--- config.mk ---
export PLATFORM = sky130hd
export DESIGN_NAME = instruction_fetch
export DESIGN_NICKNAME = d
export VERILOG_FILES = /design/src/rtl/instruction_fetch.sv
export SDC_FILE = /design/constraint.sdc
export NUM_CORES = 1
export LEC_CHECK = 0
export BUFFER_PORTS_ARGS = -buffer_cell sky130_fd_sc_hd__buf_2
export CORE_MARGIN = 3
export CORE_UTILIZATION = 50
export DETAILED_ROUTE_END_ITERATION = 6
export PLACE_DENSITY = 0.8
export SLEW_MARGIN = 20
export SYNTH_ARGS = -nofsm -noshare
export SYNTH_HDL_FRONTEND = slang
export SYNTH_SLANG_ARGS = --single-unit
export TNS_END_PERCENT = 100
--- constraint.sdc ---
create_clock -name clk -period 2.6 [get_ports clk]
set_input_delay 0.52 -clock clk [delete_from_list [all_inputs] [get_ports clk]]
set_output_delay 0.52 -clock clk [all_outputs]
set_load 0.005 [all_outputs]
--- src/rtl/instruction_fetch.sv ---
// RV32I instruction fetch stage: PC register, ROM word addressing, IF/ID register and fetch counter.
// Optional FETCH_MISALIGN_CHECK_EN enables the sticky misaligned-redirect flag.
module instruction_fetch #(
  parameter logic [31:0] RESET_PC       = 32'h0000_0000,
  parameter int          ROM_ADDR_WIDTH = 12
) (
  input  logic                      clk,
  input  logic                      rst_n,
  input  logic                      stall_fetch,
  input  logic                      flush_decode,
  input  logic                      pc_redirect_valid,
  input  logic [31:0]               pc_redirect_target,
  output logic [ROM_ADDR_WIDTH-1:0] instruction_memory_address,
  input  logic [31:0]               instruction_memory_data,
  output logic [31:0]               fetch_pc,
  output logic [31:0]               if_id_instruction,
  output logic [31:0]               if_id_pc,
  output logic [31:0]               if_id_pc_plus4,
  output logic                      if_id_valid,
  output logic [31:0]               instructions_fetched,
  output logic                      fetch_misaligned_error
);

  localparam logic [31:0] NOP_INSTR = 32'h0000_0013;

  logic [31:0] pc_reg, pc_next;
  logic [31:0] pc_plus4;
  logic [31:0] instr_reg, instr_next;
  logic [31:0] id_pc_reg, id_pc_next;
  logic [31:0] id_pc4_reg, id_pc4_next;
  logic        valid_reg, valid_next;
  logic [31:0] count_reg, count_next;
  logic        load_fetch;

  assign pc_plus4 = pc_reg + 32'd4;

  // Priority: redirect > flush > stall > normal fetch.
  always_comb begin
    pc_next     = pc_reg;
    instr_next  = instr_reg;
    id_pc_next  = id_pc_reg;
    id_pc4_next = id_pc4_reg;
    valid_next  = valid_reg;
    load_fetch  = 1'b0;
    if (pc_redirect_valid) begin
      pc_next     = {pc_redirect_target[31:2], 2'b00};
      instr_next  = NOP_INSTR;
      id_pc_next  = 32'd0;
      id_pc4_next = 32'd4;
      valid_next  = 1'b0;
    end else if (flush_decode) begin
      if (!stall_fetch) begin
        pc_next = pc_plus4;
      end
      instr_next  = NOP_INSTR;
      id_pc_next  = 32'd0;
      id_pc4_next = 32'd4;
      valid_next  = 1'b0;
    end else if (!stall_fetch) begin
      pc_next     = pc_plus4;
      instr_next  = instruction_memory_data;
      id_pc_next  = pc_reg;
      id_pc4_next = pc_plus4;
      valid_next  = 1'b1;
      load_fetch  = 1'b1;
    end
  end

  // Counter wraps naturally at 2^32.
  assign count_next = load_fetch ? count_reg + 32'd1 : count_reg;

  always_ff @(posedge clk or negedge rst_n) begin
    if (!rst_n) begin
      pc_reg     <= RESET_PC;
      instr_reg  <= NOP_INSTR;
      id_pc_reg  <= 32'd0;
      id_pc4_reg <= 32'd4;
      valid_reg  <= 1'b0;
      count_reg  <= 32'd0;
    end else begin
      pc_reg     <= pc_next;
      instr_reg  <= instr_next;
      id_pc_reg  <= id_pc_next;
      id_pc4_reg <= id_pc4_next;
      valid_reg  <= valid_next;
      count_reg  <= count_next;
    end
  end

`ifdef FETCH_MISALIGN_CHECK_EN
  logic mis_reg, mis_next;

  assign mis_next = mis_reg | (pc_redirect_valid & (pc_redirect_target[1:0] != 2'b00));

  always_ff @(posedge clk or negedge rst_n) begin
    if (!rst_n) begin
      mis_reg <= 1'b0;
    end else begin
      mis_reg <= mis_next;
    end
  end

  assign fetch_misaligned_error = mis_reg;
`else
  assign fetch_misaligned_error = 1'b0;
`endif

  // PCs beyond the ROM span alias onto it through the truncated slice.
  assign instruction_memory_address = pc_reg[ROM_ADDR_WIDTH+1:2];
  assign fetch_pc                   = pc_reg;
  assign if_id_instruction          = instr_reg;
  assign if_id_pc                   = id_pc_reg;
  assign if_id_pc_plus4             = id_pc4_reg;
  assign if_id_valid                = valid_reg;
  assign instructions_fetched       = count_reg;

endmodule
# --- Word-level counts from Yosys, hierarchy flattened ---
# Index checks and enable logic that the tools add are counted.
op_classes:
  addsub: 2
  n_mux: 16
  n_eq_ne: 2
ops:
  columns: ["cell", "count"]
  rows:
  - ["$mux 32", 10]
  - ["$add 32x1->32 const B", 1]
  - ["$add 32x3->32 const B", 1]
  - ["$mux 1", 6]
  - ["$ne 3x1->1 const B", 1]
  - ["$ne 2x1->1 const B", 1]
word_totals:
  register_bits: 161
  out_inout_bits: 174
  wordCells: 26

# --- Longest topological paths before layout ---
# Gate-level depths: netlist of the first run.
logic_depth:
  word_depth: 4
  ltp_mapped: 8
  ltp_nobuf: 6

# --- Worst setup path after synthesis of the first run ---
# Ideal clock, no wire load.
synth_path:
  kind: "input to register"
  startpoint: "input pc_redirect_valid"
  endpoint: "register count_reg[25], in the netlist instructions_fetched[25]"
  required_ps: 2476
  slack_ps: 294
  path_stages: 8
  path_buffers: 3
  t_arrival_ps: 2182
  path_cell_list: "buf_6 > or4b_1 > buf_2 > nor4_4 > and2_1 > buf_4 > nand3_2 > xnor2_1"
synth_between:
  elab_chain_len: 1
synth_lines:
  columns: ["item", "line_no", "source"]
  rows:
  - ["from (decl)", "11", "input logic pc_redirect_valid,"]
  - ["$mux 1", "45", "if (pc_redirect_valid) begin"]
  - ["to (signal assigned)", "86", "count_reg <= count_next;"]
  - ["to (decl)", "32", "logic [31:0] count_reg, count_next;"]
# No other way between the ends.
# A chain may end at the register's enable or synchronous reset.

# --- Worst setup path after layout of the first run ---
layout_path:
  startpoint: "register pc_reg[9], in the netlist fetch_pc[9]"
  endpoint: "register pc_reg[22], in the netlist fetch_pc[22]"
layout_between:
  elab_chain_len: 3
layout_lines:
  columns: ["item", "line_no", "source"]
  rows:
  - ["from (decl)", "26", "logic [31:0] pc_reg, pc_next;"]
  - ["from (signal assigned)", "81", "pc_reg <= pc_next;"]
  - ["$add 32x3->32", "35", "assign pc_plus4 = pc_reg + 32'd4;"]
  - ["$mux 32", "52, 59", null]
  - ["$mux 32", "45", null]
# No other way between the ends. The select of a mux whose other input is x is not followed.

==> parameters.txt, run 1 <==
Parameter                              Value

Status
  Run status    completed

Floorplanning
  Num rows    43
  Area of the die    0.0163 mm²
  Count of pins on the block boundary    243
  Horizontal die dimension    128 µm
  Area of the core    0.0141 mm²
  Starting density of the core    52.2%
  Die height    128 µm

Worst setup path
  CP Cell Sequence    nand2_1 -> or4_1 -> nor4_1 -> xnor2_1 -> o21ai_0
  Worst reg2reg endpoint    fetch_pc[22]$_DFFE_PN0N_
  Slowest CP cell    sky130_fd_sc_hd__or4_1
  Critical path data arrival time    2480 ps
  Worst EP required    2880 ps
  Worst Setup Start Kind    register
  Crit path largest cell delay    670 ps
  Worst R2R Setup Slack    410 ps
  Worst Setup End Kind    register
  Crit-path max FO    10
  Reg2reg start    fetch_pc[9]$_DFFE_PN0N_
  Number of cells traversed by the worst register-to-register path    5
  Worst Path Class, Setup    reg2reg

Layout
  Finished Core Util    65.9%
  Nets    1,013
  Final non-filler cell total    1,135
  Footprint of the multi-input gates    0.00313 mm²
  Area Overhead vs Synth    26.3%
  Fraction of layout cells with a size suffix above 1    32.6%
  Fill cell instance count of the final layout    1,144
  Number of antenna cells inserted    0
  Sequential cell area in the final layout    0.00391 mm²

Yosys
  Cell types occupying the most area after synthesis    sky130_fd_sc_hd__dfrtp_1, sky130_fd_sc_hd__mux2i_1, sky130_fd_sc_hd__xnor2_1
  Register area share after synthesis    52.9%
  Yosys warns    0
  Number of instances in the synthesized netlist    725
  Mapped Area    0.00739 mm²
  Post-synth top area cell    sky130_fd_sc_hd__dfrtp_1
  Synth Register Bits    156
  Portion of synthesized cell area occupied by the leading cell type    51.5%
  Number of distinct standard cells referenced by the synthesized netlist    41
  Synthesized area divided by synthesized cell count    10.2 µm²

Clock tree
  Buffers inserted by post-CTS timing repair    0
  CTS tree    done
  Clock sink total    156
  Number of levels the H-tree was split into    4
  Number of buffers created by CTS    17
  Worst-case clock buffer depth    2
  Clock insertion delay at the later pin of the skew report    420 ps
  Root Driver    sky130_fd_sc_hd__clkbuf_16
  Clock-pin slew on the worst setup and hold paths    70 ps
  Hold buffer count at cts    0
  Number of gates given a new drive strength after cts    0

GRT
  Met3 GRT Util    6.44%
  Antenna violations before repair    1
  Global-route wire length before repair    30,800 µm
  M1 GR Usage    31.7%
  Most used routing layer    met2
  Global-route total usage across every layer    23.9%
  Vias in the first global route    5,884
  Leftover overflow at the end of global routing    0
  Pin count of the biggest net entering global routing    65
  Fraction of met2 tracks used by global routing    38.6%

Timing
  Setup tns final    0 ps
  Relative max-transition margin    55.0%
  Number of max-slew violations in the final report    0
  Hold Vio Cnt, Final    0
  Final-report setup violation count    0
  Transition time at the pin with the least slew margin    674 ps
  Final period util    84.3%
  Minimum clock period after layout    2190 ps
  Unrepaired setup endpoints after global routing    false
  Worst clock skew    10.6 ps
  Fmax    0.456 GHz

Drt
  Average routed wire per standard cell    16.9 µm
  Total detailed-routing wirelength    19,200 µm
  Remaining routing DRC violations    0
  Via-per-instance ratio    5.31
  Detailed Route Iter0 Violations    559
  Post-route ant nets    0
  Total vias in the final route    6,028
  Number of detailed-routing iterations run before antenna repair    5

Placed design
  Global placement routability congestion    0.837
  Port Buffer Count    237
  Detailed Place HPWL    13,600 µm
  Cell Count Post-Placement    1,103

Job
  # Max-Cap Violations    0

Min path
  Min-Delay Path Class    in2async

Power
  Largest vdd supply drop    566 µV
  Power density relative to cell area    650 mW/mm²
  Post-route total power    6.07 mW
  Leakage power    4.80 nW
[metal layers]
layer  vias to the layer above  part of all wire, %
met5                         -                0.089
met4                         2                  1.9
met3                        33                  6.6
met2                       216                   49
met1                      2913                   43
li1                       2864                    -
[cell families after synthesis]
family / Yosys count / synth area share, %
mux: 62 / 8.42
buf+inv: 72 / 4.86
xor+xnor: 88 / 10.4
compound gates: 83 / 5.79
simple gates: 261 / 17.2
fa+ha+maj: 2 / 0.339
other cells: 1 / 0.0508
flops: 156 / 52.9
[worst max-delay path: cells and delay by family, from the launching register on]
family	cells	cell delay [ps]
AOI/OAI and AO/OA	1	80
xor gates and xnor gates	1	150
DFF	1	560
and+or+nand+nor	3	1260
[synthesized netlist by cell type (all sizes together)]
cell / n
dfrtp: 152
nor2: 85
nand2: 72
mux2i: 61
o21ai: 50
xnor2: 46
xor2: 42
clkbuf: 36
buf: 33
nand3: 30
a21oi: 29
nand4: 18
and3: 10
nor4: 10
and4: 8
nor3: 8
and2: 5
dfstp: 4
nand4b: 3
or2: 3
ha: 2
inv: 2
nor2b: 2
o31ai: 2
clkinv: 1
conb: 1
mux2: 1
nand2b: 1
nand3b: 1
nor3b: 1
nor4b: 1
o211ai: 1
o21ba: 1
or3: 1
or4: 1
or4b: 1
[cells in the final DEF (no fill, tap or decap), types with 2 or more instances in the layout]
master                      netlist  layout
sky130_fd_sc_hd__a21oi_1         29      29
sky130_fd_sc_hd__and2_1           5       5
sky130_fd_sc_hd__and3_1          10      10
sky130_fd_sc_hd__and4_1           8       8
sky130_fd_sc_hd__buf_2            8     235
sky130_fd_sc_hd__buf_4           19      28
sky130_fd_sc_hd__bufinv_16        0       3
sky130_fd_sc_hd__clkbuf_16        0      17
sky130_fd_sc_hd__clkbuf_8         0       4
sky130_fd_sc_hd__clkinv_4         0       3
sky130_fd_sc_hd__conb_1           1       3
sky130_fd_sc_hd__dfrtp_1        152     152
sky130_fd_sc_hd__dfstp_2          4       4
sky130_fd_sc_hd__ha_1             2       2
sky130_fd_sc_hd__inv_1            2       2
sky130_fd_sc_hd__inv_6            0       3
sky130_fd_sc_hd__mux2i_1         61      61
sky130_fd_sc_hd__nand2_1         72      72
sky130_fd_sc_hd__nand3_1         28      28
sky130_fd_sc_hd__nand3_2          2       2
sky130_fd_sc_hd__nand4_1         18      18
sky130_fd_sc_hd__nand4b_1         3       3
sky130_fd_sc_hd__nor2_1          85      84
sky130_fd_sc_hd__nor2b_1          2       2
sky130_fd_sc_hd__nor3_1           8       8
sky130_fd_sc_hd__nor4_1           8       8
sky130_fd_sc_hd__nor4_4           2       2
sky130_fd_sc_hd__o21ai_0         50      50
sky130_fd_sc_hd__o31ai_1          2       2
sky130_fd_sc_hd__or2_2            3       3
sky130_fd_sc_hd__xnor2_1         46      46
sky130_fd_sc_hd__xor2_1          42      42
[registers in the layout, indices dropped and copies added (netlist names)]
name / flops
if_id_valid: 1
if_id_pc: 31
if_id_instruction: 32
fetch_pc: 30
instructions_fetched: 32
if_id_pc_plus4: 30
[through the flow]
stage	setup WS, ps	hold slack, ps	instance area [µm²]
after floorplan	294	224	7390
after global placement	175	457	8690
after detailed placement	95.8	460	8690
after CTS	418	94.2	9330
after global routing	219	105	9330
final	408	81.7	9330
[where the power goes]
| part | total [mW] | internal [mW] | leakage [nW] | switching, mW |
|---|---|---|---|---|
| combinational | 0.724 | 0.331 | 2.41 | 0.393 |
| clock | 2.62 | 1.63 | 0.311 | 0.999 |
| sequential | 2.72 | 2.56 | 2.08 | 0.160 |
[worst max-delay path by stage]
stage                     slack [ps]                                   end                    start  cells after the start
after CTS                        420              fetch_pc[22]$_DFFE_PN0N_  fetch_pc[9]$_DFFE_PN0N_                      5
after global placement           180     if_id_instruction[12]$_DFFE_PN0P_        pc_redirect_valid                      5
after floorplan                  290  instructions_fetched[25]$_DFFE_PN0P_        pc_redirect_valid                      8
after global routing             220              fetch_pc[22]$_DFFE_PN0N_  fetch_pc[9]$_DFFE_PN0N_                      5
after detailed placement         100     if_id_instruction[17]$_DFFE_PN0P_        pc_redirect_valid                      5
final                            410              fetch_pc[22]$_DFFE_PN0N_  fetch_pc[9]$_DFFE_PN0N_                      5
[final cells by class]
cell class | instances | area share, %
Inverter | 3 | 0.121
Sequential cell | 156 | 41.9
Tap cell | 180 | 2.41
Timing Repair Buffer | 265 | 15.2
Multi-Input combinational cell | 499 | 33.5
Clock buffer | 21 | 5.15
Clock inverter | 11 | 1.66
Note: power is estimated with default switching activity, not from simulation.
==> inputs of run 2 (changes only) <==
clock period = 2.3 ns   (was 2.6 ns; I/O delays follow)
==> parameters.txt, run 2 (same netlist as run 1, synthesis figures left out) <==
Parameter                              Value

Status
  Run status    finished with violations
  Violations in the final reports    hold timing

Floorplanning
  Count of pins on the block boundary    243
  Horizontal die dimension    128 µm
  Area of the die    0.0163 mm²
  Die height    128 µm
  Starting density of the core    52.2%
  Area of the core    0.0141 mm²
  Num rows    43

Power
  Switching pwr    1.83 mW
  Internal power consumption    4.93 mW
  Part of the total power dissipated in the clock network    42.1%
  Power density relative to cell area    722 mW/mm²
  Leakage power    4.83 nW
  Net switching share of the total power    27.0%
  Relative contribution of combinational cells to total power    12.7%
  Sequential share of power    45.2%
  Largest vdd supply drop    564 µV

Timing
  Transition time at the pin with the least slew margin    751 ps
  Hold Vio Cnt, Final    5
  Setup tns final    0 ps
  Number of max-slew violations in the final report    0
  Final setup slack of the worst path    237 ps
  Final period util    89.7%
  Worst clock skew    13.7 ps
  Hold WS    -24.4 ps
  Final-report setup violation count    0
  Fmax    0.485 GHz
  Relative max-transition margin    49.9%
  Unrepaired setup endpoints after global routing    false
  Minimum clock period after layout    2060 ps

GRT
  Leftover overflow at the end of global routing    0
  Global-route total usage across every layer    24.0%
  Global-route wire length before repair    30,900 µm
  Antenna violations before repair    0
  Pin count of the biggest net entering global routing    70
  Vias in the first global route    5,960

Min path
  Min-Delay Path Class    in2async

Clock tree
  Root Driver    sky130_fd_sc_hd__clkbuf_16
  Hold buffer count at cts    0
  Clock sink total    156
  Buffers inserted by post-CTS timing repair    0
  Worst-case clock buffer depth    2
  CTS tree    done
  Clock-pin slew on the worst setup and hold paths    70 ps
  Number of gates given a new drive strength after cts    0
  Number of buffers created by CTS    17
  Clock insertion delay at the later pin of the skew report    430 ps
  Number of levels the H-tree was split into    4

Layout
  Nets    1,021
  Fraction of layout cells with a size suffix above 1    33.1%
  Finished Core Util    66.2%
  Area Overhead vs Synth    26.7%
  Number of antenna cells inserted    0
  Most common cell after layout, fill and taps aside    sky130_fd_sc_hd__buf_2
  Final cell area excluding filler cells    0.00936 mm²
  Fill cell instance count of the final layout    1,138
  Most used cells in the layout excluding fill and tap cells    sky130_fd_sc_hd__buf_2, sky130_fd_sc_hd__dfrtp_1, sky130_fd_sc_hd__nor2_1

Worst setup path
  Crit-path max FO    4
  Worst Path Class, Setup    reg2reg
  Worst Setup Start Kind    register
  Worst Setup End Kind    register
  Worst EP required    2650 ps
  Critical path data arrival time    2410 ps

Drt
  Total vias in the final route    6,149
  Total detailed-routing wirelength    19,500 µm
  Average routed wire per standard cell    17.1 µm
  Detailed Route Iter0 Violations    449
  Post-route ant nets    0
  Number of detailed-routing iterations run before antenna repair    7
  Remaining routing DRC violations    0
  Via-per-instance ratio    5.38

Placed design
  Placement-stage cell area    0.00876 mm²
  Port Buffer Count    237
  Placement-stage worst setup slack    -0.762 ps
  Global placement routability congestion    0.863
  Detailed Place HPWL    13,800 µm

Job
  # Max-Cap Violations    0
==> run 2: worst paths after layout <==
| check | slack, ps | depth (start not counted) | endpoint | from |
|---|---|---|---|---|
| max | 240 | 5 | instructions_fetched[16]$_DFFE_PN0P_ | instructions_fetched[2]$_DFFE_PN0P_ |
| min | -20 | 1 | instructions_fetched[17]$_DFFE_PN0P_ | rst_n |
| max reg2reg | 240 | 5 | instructions_fetched[16]$_DFFE_PN0P_ | instructions_fetched[2]$_DFFE_PN0P_ |
| min reg2reg | 480 | 1 | instructions_fetched[31]$_DFFE_PN0P_ | instructions_fetched[31]$_DFFE_PN0P_ |
| max in group asynchronous | 1630 | 2 | fetch_pc[23]$_DFFE_PN0N_ | rst_n |
| min in group clk | 230 | 3 | fetch_pc[14]$_DFFE_PN0N_ | pc_redirect_target[14] |
==> run 2: layout make-up <==
class                           count  area [µm²]  share of cell area, %
Inverter                            3        11.3                  0.120
Tap cell                          180         225                   2.41
Multi-Input combinational cell    499        3130                   33.4
Clock buffer                       18         439                   4.69
Sequential cell                   156        3910                   41.8
Clock inverter                     14         158                   1.68
Timing Repair Buffer              273        1490                   15.9
==> run 2: critical path, stage by stage (launching register included) <==
cell and delay [ps]:
sky130_fd_sc_hd__dfrtp_1 400, sky130_fd_sc_hd__or4b_1 580, sky130_fd_sc_hd__nor4_4 410, sky130_fd_sc_hd__and3_1 250
sky130_fd_sc_hd__and3_1 180, sky130_fd_sc_hd__xor2_1 160
==> run 2: power by group through the flow <==
stage / combinational [mW] / sequential, mW / clock, mW
floorplan: 0.473 / 3.08 / 0
CTS: 0.873 / 3.05 / 2.89
global route: 0.958 / 3.08 / 3.02
global placement: 0.848 / 3.09 / 0
finish: 0.861 / 3.05 / 2.84
detailed placement: 0.866 / 3.10 / 0
==> run 2: metal layers <==
metal,wire [µm],global-route usage (%)
met4,456,9.53
met2,9340,38.0
met5,0,0
met1,8290,31.4
met3,1440,6.52
==> run 2: through the flow <==
step	instances	hold WS (ps)	total power, mW
6_report	1143	-24.4	6.76
5_1_grt	1143	4.04	7.06
4_1_cts	1143	4.60	6.81
3_5_place_dp	1111	464	3.97
3_3_place_gp	1111	456	3.94
2_1_floorplan	727	164	3.55
